<file path="config.mk">
export PLATFORM = sky130hd
export DESIGN_NAME = mxint8_block_assembler_flat
export DESIGN_NICKNAME = d
export VERILOG_FILES = /design/src/rtl/mxint8_block_assembler_if.sv /design/src/rtl/mxint8_block_assembler.sv /design/src/flat_wrapper.sv
export SDC_FILE = /design/constraint.sdc
export NUM_CORES = 1
export LEC_CHECK = 0
export ABC_AREA = 1
export ABC_CLOCK_PERIOD_IN_PS = 1900
export BUFFER_PORTS_ARGS = -buffer_cell sky130_fd_sc_hd__buf_2
export CORE_MARGIN = 5
export CORE_UTILIZATION = 52
export CTS_BUF_LIST = sky130_fd_sc_hd__clkbuf_4 sky130_fd_sc_hd__clkbuf_8 sky130_fd_sc_hd__clkbuf_16
export DETAILED_ROUTE_END_ITERATION = 7
export HOLD_SLACK_MARGIN = 0.02
export PLACE_DENSITY = 0.86
export SLEW_MARGIN = 10
export SYNTH_ARGS = -nofsm -noshare
export SYNTH_HDL_FRONTEND = slang
export SYNTH_SLANG_ARGS = --single-unit
</file>
<file path="constraint.sdc">
create_clock -name clk -period 1.9 [get_ports clk]
set_input_delay 0.095 -clock clk [delete_from_list [all_inputs] [get_ports clk]]
set_output_delay 0.095 -clock clk [all_outputs]
set_load 0.02 [all_outputs]
</file>
<file path="src/rtl/mxint8_block_assembler_if.sv">
// -----------------------------------------------------------------------------
// mxint8_block_assembler_if
// Purpose : bundles the serial element stream, the parallel block output and
//           the block status signals of the MXINT8 block assembler.
// Signals :
//   in_valid_i / in_ready_o   element handshake (source -> assembler)
//   in_elem_i                 MXINT8 element
//   in_scale_i                shared E8M0 scale, taken with element 0 only
//   out_elements_o            assembled block, element i at [i*ELEM_WIDTH +: ELEM_WIDTH]
//   out_scale_o               latched block scale
//   out_valid_o / out_ready_i block handshake (assembler -> negate stage)
//   data_ready_o              one-cycle pulse on the first cycle of out_valid_o
//   block_count_o             blocks consumed since reset (wrapping)
//   sat_flag_o                present only with MXINT8_SAT_NEG_EN defined
// Modports: slave  = the assembler itself
//           master = the surrounding source / sink
// -----------------------------------------------------------------------------
interface mxint8_block_assembler_if #(
    parameter int BLOCK_SIZE  = 32,
    parameter int ELEM_WIDTH  = 8,
    parameter int SCALE_WIDTH = 8,
    parameter int CNT_WIDTH   = 16
);
    logic                             in_valid_i;
    logic                             in_ready_o;
    logic [ELEM_WIDTH-1:0]            in_elem_i;
    logic [SCALE_WIDTH-1:0]           in_scale_i;
    logic [BLOCK_SIZE*ELEM_WIDTH-1:0] out_elements_o;
    logic [SCALE_WIDTH-1:0]           out_scale_o;
    logic                             out_valid_o;
    logic                             out_ready_i;
    logic                             data_ready_o;
    logic [CNT_WIDTH-1:0]             block_count_o;
`ifdef MXINT8_SAT_NEG_EN
    logic                             sat_flag_o;
`endif

    modport slave (
        input  in_valid_i,
        input  in_elem_i,
        input  in_scale_i,
        input  out_ready_i,
        output in_ready_o,
        output out_elements_o,
        output out_scale_o,
        output out_valid_o,
        output data_ready_o,
        output block_count_o
`ifdef MXINT8_SAT_NEG_EN
        , output sat_flag_o
`endif
    );

    modport master (
        output in_valid_i,
        output in_elem_i,
        output in_scale_i,
        output out_ready_i,
        input  in_ready_o,
        input  out_elements_o,
        input  out_scale_o,
        input  out_valid_o,
        input  data_ready_o,
        input  block_count_o
`ifdef MXINT8_SAT_NEG_EN
        , input sat_flag_o
`endif
    );
endinterface

</file>
<file path="src/rtl/mxint8_block_assembler.sv">
// -----------------------------------------------------------------------------
// mxint8_block_assembler
// Purpose : collects BLOCK_SIZE serial MXINT8 elements plus one shared scale
//           into a parallel block for the negate stage. The block is held
//           stable (out_valid_o high) until out_ready_i, and data_ready_o
//           pulses on the first cycle the block is presented.
// Ports   :
//   clk    rising-edge clock
//   rst_n  asynchronous active-low reset
//   bus    mxint8_block_assembler_if.slave (see interface header)
// Option  : MXINT8_SAT_NEG_EN -- clamp the most negative element code to the
//           next code up (0x80 -> 0x81 for 8 bits) so the downstream negation
//           is exactly representable, and drive bus.sat_flag_o.
// -----------------------------------------------------------------------------
module mxint8_block_assembler #(
    parameter int BLOCK_SIZE  = 32,
    parameter int ELEM_WIDTH  = 8,
    parameter int SCALE_WIDTH = 8,
    parameter int CNT_WIDTH   = 16
) (
    input  logic                      clk,
    input  logic                      rst_n,
    mxint8_block_assembler_if.slave   bus
);
    localparam int IDX_W = $clog2(BLOCK_SIZE);
    localparam logic [IDX_W-1:0]      LAST_IDX = IDX_W'(BLOCK_SIZE - 1);
    localparam logic [ELEM_WIDTH-1:0] MOST_NEG = {1'b1, {(ELEM_WIDTH-1){1'b0}}};

    typedef enum logic {
        FILL = 1'b0,
        FULL = 1'b1
    } state_t;

    state_t                 state_reg;
    state_t                 state_next;
    logic [IDX_W-1:0]       wr_idx_reg;
    logic [IDX_W-1:0]       wr_idx_next;
    logic                   first_reg;
    logic [SCALE_WIDTH-1:0] scale_reg;
    logic [CNT_WIDTH-1:0]   count_reg;

    logic                   accept;
    logic                   accept_last;
    logic                   consume;
    logic [ELEM_WIDTH-1:0]  elem_store;

    // The handshakes are qualified by state, so an element offered during
    // FULL (even in the consume cycle) is never taken.
    assign accept      = bus.in_valid_i && (state_reg == FILL);
    assign accept_last = accept && (wr_idx_reg == LAST_IDX);
    assign consume     = bus.out_ready_i && (state_reg == FULL);

`ifdef MXINT8_SAT_NEG_EN
    logic clamp;
    logic sat_flag_reg;

    assign clamp      = (bus.in_elem_i == MOST_NEG);
    assign elem_store = clamp ? (MOST_NEG | ELEM_WIDTH'(1)) : bus.in_elem_i;

    // Accumulates over the block being filled; cleared when the block is
    // handed off so the next block starts clean.
    always_ff @(posedge clk or negedge rst_n) begin
        if (!rst_n) begin
            sat_flag_reg <= 1'b0;
        end else if (consume) begin
            sat_flag_reg <= 1'b0;
        end else if (accept && clamp) begin
            sat_flag_reg <= 1'b1;
        end
    end

    assign bus.sat_flag_o = sat_flag_reg;
`else
    assign elem_store = bus.in_elem_i;
`endif

    // ---------------- FSM: state register ----------------
    always_ff @(posedge clk or negedge rst_n) begin
        if (!rst_n) begin
            state_reg <= FILL;
        end else begin
            state_reg <= state_next;
        end
    end

    // ---------------- FSM: next-state logic ----------------
    always_comb begin
        state_next = state_reg;
        case (state_reg)
            FILL:    if (accept_last) state_next = FULL;
            FULL:    if (consume)     state_next = FILL;
            default: state_next = FILL;
        endcase
    end

    // ---------------- FSM: outputs ----------------
    // first_reg is only ever set on the edge that enters FULL, so gating it
    // with FULL yields exactly one pulse per block.
    always_comb begin
        bus.in_ready_o   = (state_reg == FILL);
        bus.out_valid_o  = (state_reg == FULL);
        bus.data_ready_o = (state_reg == FULL) && first_reg;
    end

    // ---------------- datapath ----------------
    always_comb begin
        wr_idx_next = wr_idx_reg;
        if (accept_last) begin
            wr_idx_next = '0;
        end else if (accept) begin
            wr_idx_next = wr_idx_reg + IDX_W'(1);
        end
    end

    always_ff @(posedge clk or negedge rst_n) begin
        if (!rst_n) begin
            wr_idx_reg <= '0;
            first_reg  <= 1'b0;
            scale_reg  <= '0;
            count_reg  <= '0;
        end else begin
            wr_idx_reg <= wr_idx_next;
            first_reg  <= accept_last;
            if (accept && (wr_idx_reg == '0)) begin
                scale_reg <= bus.in_scale_i;
            end
            // Natural binary wrap from all-ones back to zero.
            if (consume) begin
                count_reg <= count_reg + CNT_WIDTH'(1);
            end
        end
    end

    // One register per slot; a slot changes only when it is the write target,
    // so the whole block is frozen while in FULL.
    for (genvar gi = 0; gi < BLOCK_SIZE; gi++) begin : g_slot
        logic [ELEM_WIDTH-1:0] slot_reg;

        always_ff @(posedge clk or negedge rst_n) begin
            if (!rst_n) begin
                slot_reg <= '0;
            end else if (accept && (wr_idx_reg == IDX_W'(gi))) begin
                slot_reg <= elem_store;
            end
        end

        assign bus.out_elements_o[gi*ELEM_WIDTH +: ELEM_WIDTH] = slot_reg;
    end

    assign bus.out_scale_o   = scale_reg;
    assign bus.block_count_o = count_reg;

endmodule

</file>
<file path="src/flat_wrapper.sv">
// flat-port wrapper written by rule: the top's interface ports become plain ports
module mxint8_block_assembler_flat 
#(
    parameter int BLOCK_SIZE  = 32,
    parameter int ELEM_WIDTH  = 8,
    parameter int SCALE_WIDTH = 8,
    parameter int CNT_WIDTH   = 16
)
  (clk, rst_n, bus_in_valid_i, bus_in_elem_i, bus_in_scale_i, bus_out_ready_i, bus_in_ready_o, bus_out_elements_o, bus_out_scale_o, bus_out_valid_o, bus_data_ready_o, bus_block_count_o);
  mxint8_block_assembler_if #(.BLOCK_SIZE(BLOCK_SIZE), .ELEM_WIDTH(ELEM_WIDTH), .SCALE_WIDTH(SCALE_WIDTH), .CNT_WIDTH(CNT_WIDTH)) bus_i ();
  input  logic clk;
  input  logic rst_n;
  input wire logic [$bits(bus_i.in_valid_i)-1:0] bus_in_valid_i;
  input wire logic [$bits(bus_i.in_elem_i)-1:0] bus_in_elem_i;
  input wire logic [$bits(bus_i.in_scale_i)-1:0] bus_in_scale_i;
  input wire logic [$bits(bus_i.out_ready_i)-1:0] bus_out_ready_i;
  output wire logic [$bits(bus_i.in_ready_o)-1:0] bus_in_ready_o;
  output wire logic [$bits(bus_i.out_elements_o)-1:0] bus_out_elements_o;
  output wire logic [$bits(bus_i.out_scale_o)-1:0] bus_out_scale_o;
  output wire logic [$bits(bus_i.out_valid_o)-1:0] bus_out_valid_o;
  output wire logic [$bits(bus_i.data_ready_o)-1:0] bus_data_ready_o;
  output wire logic [$bits(bus_i.block_count_o)-1:0] bus_block_count_o;
  assign bus_i.in_valid_i = bus_in_valid_i;
  assign bus_i.in_elem_i = bus_in_elem_i;
  assign bus_i.in_scale_i = bus_in_scale_i;
  assign bus_i.out_ready_i = bus_out_ready_i;
  assign bus_in_ready_o = bus_i.in_ready_o;
  assign bus_out_elements_o = bus_i.out_elements_o;
  assign bus_out_scale_o = bus_i.out_scale_o;
  assign bus_out_valid_o = bus_i.out_valid_o;
  assign bus_data_ready_o = bus_i.data_ready_o;
  assign bus_block_count_o = bus_i.block_count_o;
  mxint8_block_assembler #(.BLOCK_SIZE(BLOCK_SIZE), .ELEM_WIDTH(ELEM_WIDTH), .SCALE_WIDTH(SCALE_WIDTH), .CNT_WIDTH(CNT_WIDTH)) u_core (.clk(clk), .rst_n(rst_n), .bus(bus_i));
endmodule
</file>
== After elaboration in Yosys (flattened, before gate mapping) ==
Index checks and enable logic that the tools add are counted.
Storage, ports and cells
  register bits after elaboration: 287
  bits of input ports: 20
  output and inout bits: 283
Cells by class
  add/sub/neg operators: 2
  mux-type cells: 5
  reduce and logical (&&, ||, !) cells: 37
  eq/ne operators: 31
  bitwise logic cells: 1
Operators by type and width (count)
  5-bit equality test, second input constant: 16
  5-bit by 4-bit equality test with 1-bit output, second input constant: 8
  1-bit logical AND: 35
  5-bit by 3-bit equality test with 1-bit output, second input constant: 4
  16-bit by 1-bit adder with 16-bit output, second input constant: 1
  5-bit by 2-bit equality test with 1-bit output, second input constant: 2
  5-bit 2-to-1 mux: 2
  5-bit by 1-bit adder with 5-bit output, second input constant: 1
  5-bit by 1-bit equality test with 1-bit output, second input constant: 1
  5-bit logical NOT: 1
  1-bit 2-to-1 mux: 2
  1-bit case mux with 2 select lines: 1
  2-bit nonzero test: 1
  1-bit inverter: 1

== Depth between registers and ports, before layout ==
  depth in word-level cells: 5
  mapped depth: 10
  mapped depth without buffers: 9

== Worst setup path after synthesis ==
OpenSTA, ideal clock, no wires.
  path kind: reg-to-reg
  from: reg u_core.state_reg, in the netlist u_core.bus.out_valid_o
  to: reg u_core.g_slot[21].slot_reg[7]
  library setup time: 0.135 ns
  setup slack: 0.261 ns
  arrival time: 1.504 ns
  data required time: 1.765 ns
  stages on the path, launching flop included: 11
  buffers on the path: 2
  cells stage by stage: dfrtp_1 > inv_2 > nand2_8 > inv_8 > nand2_8 > inv_6 > buf_12 > nand2_4 > buf_6 > nand2_1 > o21ai_2
On the way
  word-level cells in the longest chain between the ends: 3
RTL lines
  start, declared: line mxint8_block_assembler.sv:34  | state_t state_reg;
  start signal, assigned: line mxint8_block_assembler.sv:82  | state_reg <= state_next;
  1-bit inverter
  net bus_in_ready_o: line flat_wrapper.sv:17  | output wire logic [$bits(bus_i.in_ready_o)-1:0] bus_in_ready_o;
  1-bit logical AND: line mxint8_block_assembler.sv:49  | assign accept = bus.in_valid_i && (state_reg == FILL);
  1-bit logical AND: line mxint8_block_assembler.sv:142  | end else if (accept && (wr_idx_reg == IDX_W'(gi))) begin
  end signal, assigned: line mxint8_block_assembler.sv:143  | slot_reg <= elem_store;
  end, declared: line mxint8_block_assembler.sv:137  | logic [ELEM_WIDTH-1:0] slot_reg;
The timed path passes the listed nets, and every way through them passes these cells.
A chain may end at the register's enable or synchronous reset.

== Worst setup path in the final report ==
  from: reg u_core.wr_idx_reg[0]
  to: reg u_core.g_slot[24].slot_reg[0]
On the way
  word-level cells in the longest chain between the ends: 2
RTL lines
  start, declared: line mxint8_block_assembler.sv:36  | logic [IDX_W-1:0] wr_idx_reg;
  start signal, assigned: line mxint8_block_assembler.sv:122  | wr_idx_reg <= wr_idx_next;
  5-bit equality test: line mxint8_block_assembler.sv:142
  1-bit logical AND: line mxint8_block_assembler.sv:142
  end signal, assigned: line mxint8_block_assembler.sv:143
  end, declared: line mxint8_block_assembler.sv:137
No other way between the ends.

==> flow_summary.ini <==
[status]
status = completed

[timing]
fin_worst_skew_ns = 0.01902
fin_hold_ws_ns = 0.02060
drv_slew = 0
fmax_mhz = 551.5
hold_viol = 0
relSlewSlack = 0.6032
fin_tns_setup_ns = 0
min_period_over_period = 0.9544
tightest_slew_ns = 0.5907
period_needed_ns = 1.813
setup_viol = 0
grt_setup_unrepaired = true

[job]
cap_violations = 0

[die]
row_count = 54
die_h_um = 157.4
die_w_um = 157.4
ioPinCount = 303
die_area_um2 = 24780
core_um2 = 21620
start_util = 0.5227

[power_and_ir_drop]
power_frac_seq = 0.399
cellLeakagePower_uw = 0.007670
swShare = 0.4048
power_switching_uw = 9989
p_comb_frac = 0.372
vdd_drop_max_v = 0.001018
powerDensity_nw_per_um2 = 1735
p_clk_frac = 0.229
p_int_uw = 14690

[synthesis]
muxShareOfSynthArea = 0.0009965
yosysWarnings = 0
synth_top_family_by_area = simple AND/OR/NAND/NOR gates
synthCells = 1079
yosys.area.top_type = dfrtp_1
synth_area_leaders = dfrtp_1 64%, nand2_1 10%, o21ai_2 5.7%, o21ai_1 4.8%, o21ai_0 3.4%
synth_top_area_share = 0.6355
synth-edff-count = 0
synth_nets = 1106
synth_compound_gate_area_share = 0.1419
synthAdderAreaFrac = 0.007750
synthArstFlopShare = 1.000
syn_area_um2 = 11300
synth-simple-area-share = 0.1520
synth.distinct_cells = 35
synthFlopType = dfrtp_1
ys_seq_elements = 287
yosysSeqAreaShare = 0.6355
synthXorXnorAreaFrac = 0.007750
syn_area_per_cell_um2 = 10.47

[global_route]
grtUsageTotal = 0.2574
grt_pass1_vias = 9069
grt_pass1_wl_um = 50370
grt_start_max_net_pins = 86
antenna_found_initial = 0
grt_overflow = 0

[clocking]
cts_tree = built
ctsLongestPathBuffers = 3
root_buffer = clkbuf_16
h-tree-depth = 1
numCtsBuffers = 29
cts_sinks = 287
clk_latency_ns = 0.54
cts.reportedPaths.clkPinSlew_ns = 0.07

[worst_setup_path]
cp_max_fo = 16
endpoint_kind = flip-flop
slowest_stage = dfrtp_1
cp_cell_sequence = inv_1 > ha_1 > inv_1 > nor2_1 > buf_4 > nand2_4 > nand2_1 > o21ai_2
cp_common_cell = inv_1
critPathBufInv = 3
critical_path_required_ns = 2.31
cp_slowest_stage_delay_ns = 0.43
arrival_ns = 2.23
crit_family = simple AND/OR/NAND/NOR gates
r2r_slack_ns = 0.09
start_kind = flip-flop
critPathKind = flip-flop to flip-flop

[detailed_routing]
firstDrtPassIters = 4
dr_total_vias = 8973
dr.first_iter.drc_count = 463
drt-total-wl_um = 32150
viasPerCell = 5.269
wl_per_cell_um = 18.88
ant_nets = 0
route.detailed.drc = 0

[cells_and_area]
layout_common_cells = 309 x nand2_1, 301 x buf_2, 286 x dfrtp_1
drive_gt1_frac = 0.3556
largest_reg_flops = 256
instances_no_fill = 1703
final_common_cell = nand2_1
diodes = 0
stdcell_area_um2 = 14230
area_growth_pct = 25.89
final_nets = 1429

[placement]
portBuffers = 302
gp_congestion = 0.8470
hpwl_um = 22270
dp.cells = 1632
post_dp_cell_area_um2 = 13070

[min_path]
hold_path_class = input port to async pin
[path summary, 6_finish.rpt]
path | endpoint | cells past startpoint | from
min reg2reg | u_core.bus.out_scale_o[2] | 2 | u_core.bus.out_scale_o[2]
max | u_core.g_slot[24].slot_reg[0] | 8 | u_core.wr_idx_reg[0]
max reg2reg | u_core.g_slot[24].slot_reg[0] | 8 | u_core.wr_idx_reg[0]
max in group asynchronous | u_core.g_slot[21].slot_reg[5] | 3 | rst_n
min in group clk | u_core.bus.out_valid_o | 3 | bus_out_ready_i
min | u_core.g_slot[30].slot_reg[7] | 2 | rst_n
[metal layers]
metal	track usage	vias up	wire, um
li1	-	4144	-
met1	0.3377	4371	12900
met2	0.4250	378	15670
met3	0.06214	80	2565
met4	0.08603	0	1015
met5	0	-	0
[logic make-up after synthesis]
| family | count (synthesis) |
|---|---|
| simple gates | 389 |
| flops | 287 |
| compound gates | 264 |
| buf+inv | 121 |
| xor+xnor | 10 |
| fa+ha+maj | 7 |
| mux | 1 |
[Yosys cell counts, types with 4 or more instances]
master and n:
nand2_1 310, dfrtp_1 287, o21ai_1 109, o21ai_0 76, o21ai_2 74, inv_1 54
nor2_1 25, clkbuf_1 21, buf_2 17, nand2_2 14, buf_6 13, nand3_1 11
nand2_4 10, clkbuf_2 7, ha_1 7, xor2_1 6, inv_2 5, nand4_1 4
xnor2_1 4
[power by group through the flow]
stage                     logic (uW)  registers (uW)  clock network (uW)
final                           9190            9840                5650
after global routing            9970           10100                6040
after CTS                       9260            9800                5740
after detailed placement        9220            9810                   0
after global placement          8900            9740                   0
after floorplan                 2830           12500                   0
[final cells by class]
| class | instances | area, um^2 |
|---|---|---|
| fill | 1651 | 7395 |
| sequential | 287 | 7183 |
| multi-input combinational | 671 | 3523 |
| timing repair buffer | 352 | 1982 |
| clock buffer | 40 | 827.0 |
| tap | 280 | 350.3 |
| inverter | 61 | 244.0 |
| clock inverter | 12 | 116.4 |
[timing repair]
item                                    CTS  global route
endpoints found under the setup margin    0            21
buffers inserted                          0             0
hold endpoints to repair                327             0
hold buffers                             19             0
resized for setup                         0             7
[stage by stage]
step | utilization | power, uW | setup slack (ns)
floorplan | - | 15370 | 0.2610
global placement | 0.6047 | 18650 | 0.1960
detailed placement | 0.6047 | 19030 | 0.04848
CTS | 0.6571 | 24800 | 0.03844
global route | 0.6580 | 26090 | -0.004129
finish | 0.6580 | 24680 | 0.08670
Power figures use the tool's default switching activity.
